==> src/rtl/spi_flash_responder.sv <==
// spi_flash_responder
//   SPI (mode 0) slave that emulates the read side of a serial NOR flash.
//   Supported opcodes: 0x03 (read, 24-bit address, auto-incrementing),
//   0x9F (JEDEC ID, then 0xFF), 0x05 (status byte, repeated). Any other
//   opcode is ignored until CS rises. Memory is read through a one-cycle
//   strobe; read data is expected in the cycle following the strobe.
//
// Ports
//   clk_48mhz    in   system clock, all state on its rising edge
//   rst_n        in   asynchronous active-low reset
//   spi_cs       in   SPI chip select, active-low, asynchronous
//   spi_sck      in   SPI clock (mode 0), asynchronous
//   spi_mosi     in   SPI data from master
//   spi_miso     out  SPI data to master (idles high)
//   spi_miso_oe  out  MISO output enable, high while a response is shifted
//   mem_rd       out  one-cycle read strobe to backing memory
//   mem_addr     out  byte address, valid with mem_rd
//   mem_rdata    in   read data, valid the cycle after mem_rd
module spi_flash_responder #(
    parameter logic [23:0] JEDEC_ID   = 24'hEF4016,
    parameter logic [7:0]  STATUS_VAL = 8'h00
) (
    input  logic        clk_48mhz,
    input  logic        rst_n,
    input  logic        spi_cs,
    input  logic        spi_sck,
    input  logic        spi_mosi,
    output logic        spi_miso,
    output logic        spi_miso_oe,
    output logic        mem_rd,
    output logic [23:0] mem_addr,
    input  logic [7:0]  mem_rdata
);

    typedef enum logic [2:0] {IDLE, CMD, ADDR, DATA, IGNORE} state_t;
    typedef enum logic [1:0] {SRC_MEM, SRC_ID, SRC_STATUS} src_t;

    // Synchronizers plus one extra stage for edge detection
    logic cs_s1, cs_s2, cs_d;
    logic sck_s1, sck_s2, sck_d;
    logic mosi_s1, mosi_s2;
    // CS must be seen high once after reset before a falling edge counts,
    // so a transaction interrupted by reset is never picked up again.
    logic cs_armed;

    always_ff @(posedge clk_48mhz or negedge rst_n) begin
        if (!rst_n) begin
            cs_s1    <= 1'b1;
            cs_s2    <= 1'b1;
            cs_d     <= 1'b1;
            sck_s1   <= 1'b0;
            sck_s2   <= 1'b0;
            sck_d    <= 1'b0;
            mosi_s1  <= 1'b0;
            mosi_s2  <= 1'b0;
            cs_armed <= 1'b0;
        end else begin
            cs_s1    <= spi_cs;
            cs_s2    <= cs_s1;
            cs_d     <= cs_s2;
            sck_s1   <= spi_sck;
            sck_s2   <= sck_s1;
            sck_d    <= sck_s2;
            mosi_s1  <= spi_mosi;
            mosi_s2  <= mosi_s1;
            cs_armed <= cs_armed | cs_s2;
        end
    end

    logic cs_fall, cs_rise, sck_rise, sck_fall;

    always_comb begin
        cs_fall  = cs_d & ~cs_s2 & cs_armed;
        cs_rise  = ~cs_d & cs_s2;
        sck_rise = sck_s2 & ~sck_d & ~cs_s2;
        sck_fall = ~sck_s2 & sck_d & ~cs_s2;
    end

    state_t      state;
    src_t        src;
    logic [2:0]  bit_cnt;
    logic [1:0]  byte_cnt;
    logic [1:0]  id_idx;
    logic [6:0]  rx_sr;
    logic [22:0] addr_sr;
    logic [7:0]  tx_sr;
    logic [1:0]  rd_pipe;   // [1] set in the cycle mem_rdata is valid

    logic [7:0]  cmd_byte;
    logic [23:0] addr_full;
    logic [7:0]  id_next;

    always_comb begin
        cmd_byte  = {rx_sr, mosi_s2};
        addr_full = {addr_sr, mosi_s2};
        case (id_idx)
            2'd1:    id_next = JEDEC_ID[15:8];
            2'd2:    id_next = JEDEC_ID[7:0];
            default: id_next = 8'hFF;
        endcase
    end

    always_ff @(posedge clk_48mhz or negedge rst_n) begin
        if (!rst_n) begin
            state       <= IDLE;
            src         <= SRC_MEM;
            bit_cnt     <= '0;
            byte_cnt    <= '0;
            id_idx      <= '0;
            rx_sr       <= '0;
            addr_sr     <= '0;
            tx_sr       <= '1;
            rd_pipe     <= '0;
            spi_miso    <= 1'b1;
            spi_miso_oe <= 1'b0;
            mem_rd      <= 1'b0;
            mem_addr    <= '0;
        end else begin
            mem_rd  <= 1'b0;
            rd_pipe <= {rd_pipe[0], 1'b0};
            if (rd_pipe[1])
                tx_sr <= mem_rdata;

            if (cs_rise) begin
                state       <= IDLE;
                spi_miso    <= 1'b1;
                spi_miso_oe <= 1'b0;
                bit_cnt     <= '0;
                rd_pipe     <= '0;
            end else begin
                case (state)
                    IDLE: begin
                        spi_miso    <= 1'b1;
                        spi_miso_oe <= 1'b0;
                        if (cs_fall) begin
                            state    <= CMD;
                            bit_cnt  <= '0;
                            byte_cnt <= '0;
                        end
                    end

                    CMD: begin
                        if (sck_rise) begin
                            rx_sr   <= cmd_byte[6:0];
                            bit_cnt <= bit_cnt + 3'd1;
                            if (bit_cnt == 3'd7) begin
                                case (cmd_byte)
                                    8'h03: begin
                                        state    <= ADDR;
                                        byte_cnt <= '0;
                                    end
                                    8'h9F: begin
                                        state  <= DATA;
                                        src    <= SRC_ID;
                                        tx_sr  <= JEDEC_ID[23:16];
                                        id_idx <= 2'd1;
                                    end
                                    8'h05: begin
                                        state <= DATA;
                                        src   <= SRC_STATUS;
                                        tx_sr <= STATUS_VAL;
                                    end
                                    default: state <= IGNORE;
                                endcase
                            end
                        end
                    end

                    ADDR: begin
                        if (sck_rise) begin
                            addr_sr <= addr_full[22:0];
                            bit_cnt <= bit_cnt + 3'd1;
                            if (bit_cnt == 3'd7) begin
                                byte_cnt <= byte_cnt + 2'd1;
                                if (byte_cnt == 2'd2) begin
                                    mem_rd   <= 1'b1;
                                    mem_addr <= addr_full;
                                    rd_pipe  <= 2'b01;
                                    src      <= SRC_MEM;
                                    state    <= DATA;
                                end
                            end
                        end
                    end

                    DATA: begin
                        // Shift out on the falling edge; the byte register is
                        // refilled after the 8th rising edge of each byte.
                        if (sck_fall) begin
                            spi_miso_oe <= 1'b1;
                            spi_miso    <= tx_sr[7];
                            tx_sr       <= {tx_sr[6:0], 1'b1};
                        end
                        if (sck_rise) begin
                            bit_cnt <= bit_cnt + 3'd1;
                            if (bit_cnt == 3'd7) begin
                                case (src)
                                    SRC_MEM: begin
                                        mem_addr <= mem_addr + 24'd1;
                                        mem_rd   <= 1'b1;
                                        rd_pipe  <= 2'b01;
                                    end
                                    SRC_ID: begin
                                        tx_sr <= id_next;
                                        if (id_idx != 2'd3)
                                            id_idx <= id_idx + 2'd1;
                                    end
                                    default: tx_sr <= STATUS_VAL;
                                endcase
                            end
                        end
                    end

                    IGNORE: begin
                        spi_miso    <= 1'b1;
                        spi_miso_oe <= 1'b0;
                    end

                    default: state <= IDLE;
                endcase
            end
        end
    end

endmodule

==> config.mk <==
export PLATFORM = sky130hd
export DESIGN_NAME = spi_flash_responder
export DESIGN_NICKNAME = d
export VERILOG_FILES = /design/src/rtl/spi_flash_responder.sv
export SDC_FILE = /design/constraint.sdc
export NUM_CORES = 1
export LEC_CHECK = 0
export CAP_MARGIN = 20
export CORE_MARGIN = 3
export CORE_UTILIZATION = 53
export CTS_CLUSTER_SIZE = 40
export DETAILED_ROUTE_END_ITERATION = 12
export GPL_ROUTABILITY_DRIVEN = 0
export PLACE_DENSITY = 0.87
export SYNTH_ARGS = -nofsm -noshare
export SYNTH_HDL_FRONTEND = slang
export SYNTH_SLANG_ARGS = --single-unit
==> constraint.sdc <==
create_clock -name clk_48mhz -period 2.1 [get_ports clk_48mhz]
set_clock_uncertainty 0.1 [all_clocks]
set_input_delay 0.42 -clock clk_48mhz [delete_from_list [all_inputs] [get_ports clk_48mhz]]
set_output_delay 0.42 -clock clk_48mhz [all_outputs]
set_load 0.02 [all_outputs]
* Yosys cells after proc, flatten, opt, wreduce, memory -nomap -nowiden
Cells that the tools add are included.
** Cells by class
- $add $sub $neg :: 4
- Equality and inequality tests :: 36
- Mux-type cells :: 75
- Bitwise operators :: 13
- Reduce and logical (&&, ||, !) cells :: 21
** Operators with widths (count)
- 24-bit two-way mux :: 6
- 8-bit case mux with 2 select lines :: 4
- 8-bit two-way mux :: 7
- 2-bit two-way mux :: 25
- 24-bit case mux with 2 select lines :: 1
- 3-bit two-way mux :: 10
- 2-bit != test, second input constant :: 13
- 24-bit by 1-bit adder with 24-bit output, second input constant :: 1
- 3-bit != test, second input constant :: 8
- 8-bit AND reduction :: 3
- 2-bit case mux with 2 select lines :: 4
- 3-bit case mux with 2 select lines :: 2
- 3-bit case mux with 4 select lines :: 1
- 1-bit two-way mux :: 11
- 3-bit AND reduction :: 3
- 9-bit AND reduction :: 1
- 3-bit nonzero test :: 3
- 8-bit by 2-bit equality test with 1-bit output, second input constant :: 1
- 8-bit by 3-bit equality test with 1-bit output, second input constant :: 1
- 8-bit equality test, second input constant :: 1
- 1-bit bitwise AND :: 7
- 7-bit AND reduction :: 1
- 3-bit by 2-bit equality test with 1-bit output, second input constant :: 2
- 3-bit equality test, second input constant :: 2
- other kinds (17) :: 31
** Word-level totals
- Flip-flop bits (word level) :: 88
- Input bits :: 13
- Output and inout bits :: 27
- Word-level logic and storage cells :: 171

* Longest topological paths before layout
- Depth in word-level cells :: 9
- Depth in mapped cells :: 9
- Depth with buffers taken out :: 7

* Least setup slack after synthesis
No wires, ideal clock.
- Kind :: register -> register
- Start :: register bit_cnt[0]
- End :: register byte_cnt[0]
- Setup time :: 0.125 ns
- Arrival time :: 1.820 ns
- Data required time :: 1.875 ns
- Slack :: 0.055 ns
- Stages on the path, launching flop included :: 8
- Path through :: dfrtp_1 > ha_1 > ha_1 > and4bb_1 > buf_4 > and4_1 > o21ai_0 > mux2_2
** Between the ends
- Longest elaborated chain between the ends :: 3
- Elaborated cells on any way between the ends :: 4
- Classes of those cells :: eq/ne (3); reduce/logical (1)
** Ends and longest elaborated chain
- from (decl) :: line 81 : logic [2:0] bit_cnt;
- from (signal assigned) :: line 145 : bit_cnt <= bit_cnt + 3'd1;
- from (signal assigned) :: line 172 : bit_cnt <= bit_cnt + 3'd1;
- from (signal assigned) :: line 195 : bit_cnt <= bit_cnt + 3'd1;
- 3-bit equality test (*) :: line 146, 173
- 2-bit != test (no source line)
- 8-bit AND reduction (no source line) (*)
- to (signal assigned) :: line 174 : byte_cnt <= byte_cnt + 2'd1;
- to (decl) :: line 82 : logic [1:0] byte_cnt;
Mark *: on every way between the ends. The rest lies on a longest branch, timed or not.
A chain may end at the register's enable or synchronous reset.

* Worst setup path in the final report
- Start :: register mem_addr[17]
- End :: output mem_addr[17]
** RTL lines
- from (decl) :: line 31 : output logic [23:0] mem_addr,
- from (signal assigned) :: line 177 : mem_addr <= addr_full;
- from (signal assigned) :: line 199 : mem_addr <= mem_addr + 24'd1;
No word-level cell between the ends.

==> reports/summary.md <==
For this run, design rule violations remaining after detail routing come to 0. For this run, the detailed router's first-pass iteration total came to 5. The mapped netlist covers 4780 um^2. The tools report the cell leakage power as 2.48 nW. The maximum number of pins on one net before global-route repair came out at 49. The number of antenna violations at the first check in global routing was 0; the vertical die dimension was 101 um. The core region is 8720 um^2.

The floorplan step defined a die boundary enclosing 10200 um^2. For this run the aggregate overflow at the end of global routing stands at 0. The share of the synthesized area in compound gates (AO/OA/AOI/OAI) works out to 0.167.

A synthesized cell averages 10.1 um^2. The clock reaches the later pin of the worst-skew pair after 360 ps. The area share of xor/xnor cells in the synthesized design is 0, and the final core utilization is 0.654.

After routing, the total negative slack on setup checks comes to 0 ps. The worst hold slack was 259 ps. The routed design uses 995 um of met3 wire.

Family of cells with the greatest summed delay on the critical path: buffers and inverters. STA classifies the critical path startpoint as a flop. Of all nets on the critical path, the largest fanout is 8. The via-per-instance ratio is 6.58, and the post-layout minimum cycle time is 2040 ps. The tools report the nature of the critical path endpoint as an output port. The tools report the global routing usage summed across all routing layers as 0.246.

Counting flops and latches in the post-synthesis netlist gives 88. The number of global-route vias before repair came out at 4049. During synthesis, Yosys emitted a total of 0 warnings. The adder and majority cell fraction of the synthesized area was 0.0183; the total via count in the routed design was 4232. The share of flip-flops with an asynchronous set or reset was 1.00. The root buffer cell chosen for the clock tree is clkbuf_8.

The maximum count of clock buffers along a single path is 2. Setup repair after global routing left no endpoint under its margin. Summing all flip-flop and latch instances after layout gives 2220 um^2.

The final hold violation count came out at 0. The run gives 64 as the distinct cell type count of the synthesized netlist. After the first detailed-routing iteration, the DRC count stood at 476.

The post-synthesis mux area share came out at 0.109. The number of synthesized flops with an enable pin is 0. Data on the critical path arrives at its endpoint at 1520 ps. The path class of the tightest hold or removal check is reg2reg.

Counting the fill cells in the layout gives 655. The area used by multi-input combinational logic is 2410 um^2, and the actual transition at the worst max-transition pin is 625 ps. For the length of routed wiring on met1, the log shows 5.05 mm. Final net count: 552.

The fraction of layout instances using a drive strength above 1 works out to 0.213. The final critical-path setup slack is 61.9 ps. Counting the buffers created by CTS gives 9.

Before CTS, the worst setup slack after placement is -32.7 ps. The highest metal layer used by the detailed router was met4. Starting utilization of the core area: 0.548. The synthesized netlist cell count was 472. TritonCTS built the clock tree.

The first global-routing pass estimated 19.9 mm of wire. Remaining number of nets flagged by the antenna check after routing: 0. Walking the worst path, the cells encountered are clkdlybuf4s50_1. The slowest cell on the critical path was clkdlybuf4s50_1. By area, the combinational part of the netlist is dominated by simple AND/OR/NAND/NOR gates. The clock transition at the registers of the reported paths works out to 80 ps. In the final routed layout, each cell accounts on average for 18.8 um. The tools report the share of synthesized area occupied by flip-flops and latches as 0.464. The sum of buffers and inverters on the critical path is 1. The category of the critical setup timing path was reg2out. In this run the horizontal extent of the chip is 101 um.

The run finished with clean final reports. During placement, the flow inserted port buffers numbering 39. The simple-gate portion of the synthesized area is 0.209, and the number of diodes is 0. The total power density per cell area came out at 604 nW/um^2. The design draws 3.45 mW. Aggregate routed wire length: 12.1 mm. Wire segments on met2 add up to 5.73 mm in the final route. The tool flagged a number of max-cap violations equal to 0. The run gives 0 as the setup violation total in the final timing report. In this design, the stage delay of the slowest critical-path cell is 660 ps.

The run gives 0.491 GHz as the highest achievable clock rate. For the H-tree depth, the log shows 3. The most frequently used flop master after synthesis is dfrtp_1.

The number of nets handed over by synthesis was 492. In this run the core area contains 34 standard-cell rows. The clock sink count is 88, and the number of ports placed on the die boundary is 40. Across the VDD grid, the largest voltage drop is 0.391 mV. The ratio of final minimum period to clock period came out at 0.971. Relative to the synthesized area, the layout overhead comes to 19.4%. The tools report the post-DP HPWL as 8.56 mm. Number of post-CTS setup repair buffers: 0. For the max-slew violation count, the log shows 0. The worst slew margin relative to its limit was 0.583; the critical path required time was 1580 ps.
==> cells by family (layout without fill, tap and decap cells) <==
kind of cell / Yosys count / after routing
AOI/OAI and AO/OA: 117 / 117
adders and majority gates: 7 / 7
muxes: 47 / 47
DFF: 88 / 88
and+or+nand+nor: 177 / 177
buffers and inverters: 36 / 99
==> Yosys cell counts (all sizes together) (8+ instances only) <==
| master | count | share of area |
|---|---|---|
| nand2 | 38 | 0.030 |
| a211oi | 8 | 0.013 |
| clkbuf | 12 | 0.0094 |
| and3 | 9 | 0.012 |
| nand4 | 15 | 0.020 |
| a21oi | 21 | 0.022 |
| nor2 | 33 | 0.026 |
| mux2 | 39 | 0.092 |
| nor3 | 8 | 0.0084 |
| dfrtp | 76 | 0.40 |
| inv | 8 | 0.0063 |
| mux2i | 8 | 0.017 |
| buf | 16 | 0.017 |
| o211ai | 8 | 0.013 |
| o21ai | 27 | 0.028 |
| dfstp | 12 | 0.066 |
| nand3 | 20 | 0.022 |
| nor4 | 9 | 0.015 |
| o22ai | 8 | 0.010 |
==> cell usage in the layout (no fill, tap or decap), types with 3 or more instances in the layout <==
cell type	Yosys	final
a311oi_1	3	3
a32oi_1	3	3
buf_12	0	4
o22ai_1	8	8
dfstp_2	12	12
ha_1	7	7
dfrtp_1	76	76
nand4_1	15	15
o211ai_1	8	8
nor3b_1	4	4
mux2i_1	8	8
and3_1	9	9
inv_1	7	7
o31ai_1	5	5
a221oi_1	3	3
nor2_1	33	33
a211oi_1	8	8
a31oi_1	5	5
nor4_1	8	8
mux2_2	39	39
clkbuf_8	0	9
a2bb2oi_1	5	5
clkdlybuf4s50_1	0	35
nand3_1	19	19
dlymetal6s2s_1	0	3
and4_1	7	7
nor3_1	8	7
buf_4	2	34
nand2b_1	7	7
nor2b_1	5	5
nor4b_1	3	3
o21ai_0	27	26
nand2_1	38	38
a21oi_1	21	21
==> power breakdown <==
group,switching [mW],internal [mW]
Clock,0.576,0.533
Combinational,0.270,0.232
Sequential,0.0855,1.75
Total,0.931,2.51
==> cell type report <==
| class | count | share of cell area |
|---|---|---|
| clock buffer | 10 | 0.0224 |
| clock inverter | 4 | 0.00834 |
| inverter | 8 | 0.00527 |
| multi-input combinational | 348 | 0.423 |
| sequential | 88 | 0.389 |
| tap | 108 | 0.0237 |
| timing repair buffer | 77 | 0.129 |
==> layer usage <==
metal  GRT usage  vias to the layer above
met1       0.345                     2036
met3      0.0471                       46
li1            -                     1917
met2       0.380                      233
met4      0.0920                        0
met5           0                        -
==> timing repair <==
action,4_1_cts,5_1_grt
endpoints found under the setup margin,2,19
hold buffers,1,0
cloned,0,0
endpoints found under the hold margin,23,0
gates resized for setup,1,6
==> path summary, 6_finish.rpt <==
check	start	end	slack [ps]	cells past startpoint
worst max-delay path	mem_addr[17]	mem_addr[17]	60	1
worst min-delay path	cs_s1	cs_s2	260	0
worst max register to register	bit_cnt[1]	tx_sr[3]	120	7
worst min register to register	cs_s1	cs_s2	260	0
max in group asynchronous	rst_n	mem_addr[19]	780	3
min in group asynchronous	rst_n	mem_addr[18]	520	2
==> stage by stage <==
step / cell area, um^2 / instances
2_1_floorplan: 4780 / 472
3_3_place_gp: 5500 / 628
3_5_place_dp: 5500 / 628
4_1_cts: 5690 / 643
5_1_grt: 5700 / 643
6_report: 5700 / 643
==> flip-flops by register name, summed over array words and instances, names as in the netlist <==
signal,cells
src,2
spi_miso_oe,1
cs_d,1
rd_pipe,2
id_idx,2
byte_cnt,2
tx_sr,8
mosi_s1,1
sck_s2,1
spi_miso,1
mosi_s2,1
sck_s1,1
sck_d,1
mem_addr,24
bit_cnt,3
state,3
cs_s2,1
cs_armed,1
rx_sr,7
mem_rd,1
addr_sr,23
cs_s1,1
No activity file was read; power rests on OpenSTA's default activity.
